===== config.mk =====
export PLATFORM = sky130hd
export DESIGN_NAME = bcpu_ibus_unit
export DESIGN_NICKNAME = d
export VERILOG_FILES = /design/src/rtl/bcpu_ibus_unit_pkg.sv /design/src/rtl/bcpu_ibus_unit_sync.sv /design/src/rtl/bcpu_ibus_unit.sv
export SDC_FILE = /design/constraint.sdc
export NUM_CORES = 1
export LEC_CHECK = 0
export ABC_CLOCK_PERIOD_IN_PS = 7300
export CAP_MARGIN = 20
export CORE_AREA = 2 2 173 175
export CTS_BUF_LIST = sky130_fd_sc_hd__clkbuf_8
export CTS_CLUSTER_SIZE = 25
export DETAILED_ROUTE_END_ITERATION = 12
export DIE_AREA = 0 0 175 177
export PLACE_DENSITY = 0.87
export SYNTH_ARGS = -nofsm -noshare
export SYNTH_HDL_FRONTEND = slang
export SYNTH_SLANG_ARGS = --single-unit

===== constraint.sdc =====
create_clock -name CLK -period 7.3 [get_ports CLK]
set_clock_uncertainty 0.2 [all_clocks]
set_input_delay 1.825 -clock CLK [delete_from_list [all_inputs] [get_ports CLK]]
set_output_delay 1.825 -clock CLK [all_outputs]
set_load 0.05 [all_outputs]

===== src/rtl/bcpu_ibus_unit_pkg.sv =====
// Shared BCPU16 definitions for the I/O bus unit: bus opcode encoding,
// the result record layout and the channel packing helper.
package bcpu_defs;

  typedef enum logic [1:0] {
    BUS_RD     = 2'd0,
    BUS_WR     = 2'd1,
    BUS_WAITE  = 2'd2,
    BUS_WAITNE = 2'd3
  } bus_wr_op_t;

  localparam int BCPU_DATA_WIDTH  = 16;
  localparam int BCPU_THREAD_BITS = 2;

  // Result record as seen by the writeback stage for the base 16-bit, 4-thread core.
  typedef struct packed {
    logic                        valid;
    logic [BCPU_THREAD_BITS-1:0] thread;
    logic                        we;
    logic [BCPU_DATA_WIDTH-1:0]  data;
    logic                        z;
    logic                        retry;
    logic                        timeout;
  } bus_result_t;

  function automatic int ch_ofs(input int k, input int width);
    return k * width;
  endfunction

endpackage


===== src/rtl/bcpu_ibus_unit_sync.sv =====
// BUS_IN synchronizer: an independent flop chain per channel, or a plain
// wire-through when no stages are requested.
module bcpu_ibus_sync
  import bcpu_defs::*;
#(
  parameter int DATA_WIDTH = 16,
  parameter int CHANNELS   = 8,
  parameter int STAGES     = 2
) (
  input  logic                           clk,
  input  logic                           reset,
  input  logic [CHANNELS*DATA_WIDTH-1:0] d,
  output logic [CHANNELS*DATA_WIDTH-1:0] q
);

  generate
    if (STAGES == 0) begin : g_bypass
      assign q = d;
    end else begin : g_chain
      for (genvar k = 0; k < CHANNELS; k++) begin : g_ch
        logic [DATA_WIDTH-1:0] stg [STAGES];

        always_ff @(posedge clk) begin
          if (reset) begin
            for (int i = 0; i < STAGES; i++) begin
              stg[i] <= '0;
            end
          end else begin
            stg[0] <= d[ch_ofs(k, DATA_WIDTH) +: DATA_WIDTH];
            for (int i = 1; i < STAGES; i++) begin
              stg[i] <= stg[i-1];
            end
          end
        end

        assign q[ch_ofs(k, DATA_WIDTH) +: DATA_WIDTH] = stg[STAGES-1];
      end
    end
  endgenerate

endmodule


===== src/rtl/bcpu_ibus_unit.sv =====
// BCPU16 I/O bus execution unit: IN/OUT/WAITE/WAITNE for all barrel threads,
// with output port registers and per-thread wait-retry timeout accounting.
module bcpu_ibus_unit
  import bcpu_defs::*;
#(
  parameter int                            DATA_WIDTH      = 16,
  parameter int                            ADDR_WIDTH      = 3,
  parameter int                            THREAD_BITS     = 2,
  parameter int                            TIMEOUT_WIDTH   = 8,
  parameter int                            SYNC_STAGES     = 2,
  parameter logic [DATA_WIDTH-1:0]         OUT_RESET_VALUE = '0
) (
  input  logic                                       CLK,
  input  logic                                       RESET,
  input  logic                                       OP_VALID,
  input  logic [THREAD_BITS-1:0]                     OP_THREAD,
  input  logic [1:0]                                 OP_CODE,
  input  logic [ADDR_WIDTH-1:0]                      OP_ADDR,
  input  logic [DATA_WIDTH-1:0]                      OP_VALUE,
  input  logic [DATA_WIDTH-1:0]                      OP_MASK,
  input  logic [TIMEOUT_WIDTH-1:0]                   TIMEOUT,
  input  logic [(2**ADDR_WIDTH)*DATA_WIDTH-1:0]      BUS_IN,
  output logic [(2**ADDR_WIDTH)*DATA_WIDTH-1:0]      BUS_OUT,
  output logic                                       RES_VALID,
  output logic [THREAD_BITS-1:0]                     RES_THREAD,
  output logic                                       RES_WE,
  output logic [DATA_WIDTH-1:0]                      RES_DATA,
  output logic                                       RES_ZFLAG,
  output logic                                       RES_RETRY,
  output logic                                       RES_TIMEOUT
);

  localparam int CHANNELS = 2**ADDR_WIDTH;
  localparam int THREADS  = 2**THREAD_BITS;

  logic [CHANNELS*DATA_WIDTH-1:0] in_s;
  logic [DATA_WIDTH-1:0]          in_ch [CHANNELS];
  logic [DATA_WIDTH-1:0]          out_q [CHANNELS];
  logic [TIMEOUT_WIDTH-1:0]       cnt_q [THREADS];

  bcpu_ibus_sync #(
    .DATA_WIDTH (DATA_WIDTH),
    .CHANNELS   (CHANNELS),
    .STAGES     (SYNC_STAGES)
  ) u_sync (
    .clk   (CLK),
    .reset (RESET),
    .d     (BUS_IN),
    .q     (in_s)
  );

  generate
    for (genvar k = 0; k < CHANNELS; k++) begin : g_port
      assign in_ch[k] = in_s[ch_ofs(k, DATA_WIDTH) +: DATA_WIDTH];
      assign BUS_OUT[ch_ofs(k, DATA_WIDTH) +: DATA_WIDTH] = out_q[k];
    end
  endgenerate

  bus_wr_op_t               op;
  logic [DATA_WIDTH-1:0]    rd_data;
  logic                     cmp_eq;
  logic                     is_rd;
  logic                     is_wr;
  logic                     is_wait;
  logic                     cond_met;
  logic [TIMEOUT_WIDTH-1:0] cnt_cur;
  logic [TIMEOUT_WIDTH-1:0] tmo_last;
  logic                     tmo_hit;
  logic                     wait_fail;
  logic                     give_retry;
  logic                     give_timeout;
  logic [TIMEOUT_WIDTH-1:0] cnt_nxt;
  logic [DATA_WIDTH-1:0]    wr_data;

  assign op = bus_wr_op_t'(OP_CODE);

  always_comb begin
    is_rd    = (op == BUS_RD);
    is_wr    = (op == BUS_WR);
    is_wait  = (op == BUS_WAITE) || (op == BUS_WAITNE);
    rd_data  = in_ch[OP_ADDR] & OP_MASK;
    cmp_eq   = (rd_data == (OP_VALUE & OP_MASK));
    cond_met = (op == BUS_WAITE) ? cmp_eq : !cmp_eq;
    wr_data  = (out_q[OP_ADDR] & ~OP_MASK) | (OP_VALUE & OP_MASK);
  end

  // ">=" rather than "==" so that lowering TIMEOUT under a live count still fires.
  always_comb begin
    cnt_cur      = cnt_q[OP_THREAD];
    tmo_last     = TIMEOUT - TIMEOUT_WIDTH'(1);
    tmo_hit      = (TIMEOUT != '0) && (cnt_cur >= tmo_last);
    wait_fail    = OP_VALID && is_wait && !cond_met;
    give_timeout = wait_fail && tmo_hit;
    give_retry   = wait_fail && !tmo_hit;
    cnt_nxt      = '0;
    if (give_retry) begin
      cnt_nxt = (&cnt_cur) ? cnt_cur : cnt_cur + TIMEOUT_WIDTH'(1);
    end
  end

  always_ff @(posedge CLK) begin
    if (RESET) begin
      for (int i = 0; i < CHANNELS; i++) begin
        out_q[i] <= OUT_RESET_VALUE;
      end
      for (int i = 0; i < THREADS; i++) begin
        cnt_q[i] <= '0;
      end
    end else if (OP_VALID) begin
      cnt_q[OP_THREAD] <= cnt_nxt;
      if (is_wr) begin
        out_q[OP_ADDR] <= wr_data;
      end
    end
  end

  always_ff @(posedge CLK) begin
    if (RESET) begin
      RES_VALID   <= 1'b0;
      RES_THREAD  <= '0;
      RES_WE      <= 1'b0;
      RES_DATA    <= '0;
      RES_ZFLAG   <= 1'b0;
      RES_RETRY   <= 1'b0;
      RES_TIMEOUT <= 1'b0;
    end else begin
      RES_VALID   <= OP_VALID;
      RES_THREAD  <= OP_VALID ? OP_THREAD : '0;
      RES_WE      <= OP_VALID && is_rd;
      RES_DATA    <= (OP_VALID && is_rd) ? rd_data : '0;
      RES_ZFLAG   <= OP_VALID && is_rd && (rd_data == '0);
      RES_RETRY   <= give_retry;
      RES_TIMEOUT <= give_timeout;
    end
  end

endmodule


==> run metrics <==
status complete, no violations; clock tree from TritonCTS done; r2r worst-path depth 7; gate count after technology mapping 1328; PortBufs 328; Setup crit start kind input port; post-synthesis mux area share 11.6%; DR DRC count 0; Fmax 180 MHz; clock tree sinks 439; total power 5390 uW; clock latency on the worst-skew pair 0.59 ns; Top FF cell, synth dfxtp_1; Most common cell on crit path nand2_1; nets 1846; Area Overhead vs Synth 29.2%; met2 routed WL 22300 microns; Slew headroom 20.0%; Avg Cell Area, Syn 12.5 sq um; share of layout cells above drive strength 1 10.9%; first drt pass iteration count 7; gr usage total 30.0%; Seq cells post-synth 439; Synth Area in Compound Gates 4.30%; crit-path leading delay family simple AND/OR/NAND/NOR gates; std cell rows 63; chip width 175 microns; final worst path period share 76.3%; total core area 29200 sq um; highest metal used met4; Yosys Warn Count 0; Worst-Margin Slew 1.20 ns; min Tclk post-route 5.57 ns; post-synth net total 1516; Synth top cells by count dfxtp_1, nor2b_1, nor2_1; # hold bufs at CTS 0; HPWL Detailed 32600 microns; post-CTS sizing 0; unrepaired setup endpoints after global routing no; M1 WL 17700 microns; max incr delay on CP 1.11 ns; Area contributors post-synth dfxtp_1, edfxtp_1, nor2b_1; vias in the first global route 11904; largest net degree at the start of global routing 96; Final Hold Vio Count 0; initial antenna violation count 4; Synth area leader dfxtp_1; critical path, cell by cell clkdlybuf4s50_1 -> nor2b_1 -> nand2_1 -> nor3_1 -> nand2_1 -> nand2b_1; Detail Route Antenna Nets 0; post-CTS setup buffers 0; via count 11828; Hold Path Class flop to flop; DRT iter0 DRCs 1300; Initial Utilization 56.8%; die area 31000 sq um; fillcell total 1849; number of vias per cell 5.64; Clock H-tree levels 3; pwr dens 251 nW/um^2; final wirelength 46500 microns; Max Cap Viol 0; synth unique cells 57; Reg clk slew, reported paths 0.07 ns; sum of buffers and inverters on the critical path 1; WP data arrival 5.56 ns; Req. time, crit path 7.29 ns; Async S/R FF share, synth 0%; drt wl/cell 22.2 microns; Final Max Slew Viols 0; hold path cells 1; I/O pins 329; TritonCTS Buffers 67; deepest clock path buffer count 3; Die Y 177 microns; post-route setup TNS 0 ns; count leader, synth dfxtp_1; global route total overflow 0; Crit. End Element flop; leakage 0.00806 uW; largest family of logic cells by synthesized area simple AND/OR/NAND/NOR gates; Routed met3 length 4180 microns; Root Driver clkbuf_8; Crit-path slowest cell nand2b_1; CP max FO 17; WP depth 6; Post-Synth Simple-Gate Area 17.7%; post-synthesis adder-cell area fraction 0.753%; Mapped Area 16600 sq um; Placer Congestion 0.937; Crit Path Category input port to flop; top-area cell type share of the netlist area 33.6%; sequential area share after synthesis 62.5%; Synth Area in XOR/XNOR 0.580%; number of flops mapped to enable cells by yosys 160; first-pass GRT wire length 69100 microns; final setup fails 0; hold_ws 0.230 ns; maximum VDD drop 0.000166 V
## where the power goes
group	total, uW	internal (uW)	switching, uW	leakage, uW
sequential	2680	2640	42.8	0.00396
clock	2080	1130	955	0.000778
combinational	624	263	361	0.00332
## per-layer routing
| layer | GRT usage (%) | vias up |
|---|---|---|
| met5 | 0 | - |
| met4 | 16.2 | 0 |
| li1 | - | 5252 |
| met2 | 49.1 | 844 |
| met3 | 5.97 | 162 |
| met1 | 37.8 | 5570 |
## per-stage QoR
stage               cells  instance area, sq um  worst slack, ns  util [%]
floorplan            1328                 16600             2.23         -
global placement     1979                 20100             1.32      68.7
detailed placement   1979                 20100             1.16      68.7
CTS                  2096                 21500             1.75      73.4
global route         2099                 21500             1.52      73.4
finish               2099                 21500             1.73      73.4
## kinds of logic (layout without fill, tap and decap cells)
logic type / Yosys count / after routing
AND/OR/NAND/NOR: 566 / 566
flip-flops: 439 / 439
multiplexers: 121 / 121
AO/OA/AOI/OAI: 93 / 93
buffers and inverters: 88 / 466
XOR/XNOR: 11 / 11
adder cells (fa/ha/maj): 10 / 10
other: 0 / 3
## state kept, by name (all words and copies together), names as in the netlist
signal                   cells
RES_RETRY                    1
out_q                      128
RES_WE                       1
RES_TIMEOUT                  1
RES_ZFLAG                    1
u_sync.g_chain.g_ch.stg    256
cnt_q                       32
RES_THREAD                   2
RES_VALID                    1
RES_DATA                    16
## cell usage in the layout, fill, tap and decap left out, types with 4 or more instances in the layout
master             n
mux2i_1           56
a211oi_2           6
nand4_1            5
xnor2_1            7
o21a_1            10
and3_1             4
clkinv_2           9
nor3_1             8
xor2_1             4
a21o_1             4
nand2_1           58
buf_4              8
nor2b_1          268
clkbuf_8          79
mux2_2             8
a21oi_1           15
inv_1             33
bufinv_16          4
edfxtp_1         160
clkdlybuf4s50_1  324
mux4_2            56
ha_1              10
a211oi_1          22
nand3_1           16
and2_1             6
nor2_1           174
dfxtp_1          279
nand2b_1          14
a22oi_1            7
## final timing paths
| check | start | end | slack [ns] |
|---|---|---|---|
| max reg2reg | u_sync.g_chain.g_ch[3].stg[0][23] | cnt_q[0][6] | 3.51 |
| min reg2reg | u_sync.g_chain.g_ch[5].stg[0][14] | u_sync.g_chain.g_ch[5].stg[0][30] | 0.23 |
| max | OP_VALID | out_q[1][3] | 1.73 |
| min | u_sync.g_chain.g_ch[5].stg[0][14] | u_sync.g_chain.g_ch[5].stg[0][30] | 0.23 |
## area by class of cell
cell class              count  area, sq um  share of cell area (%)
diodes                      3         7.51                  0.0350
clock buffers              78         1070                    5.00
clock inverters            39          308                    1.43
inverters                  15         56.3                   0.262
multi-input cells         801         5820                    27.1
flip-flops and latches    439        10400                    48.4
well taps                 390          488                    2.27
repair buffers            334         3320                    15.5
(Power assumes the default switching activity.)
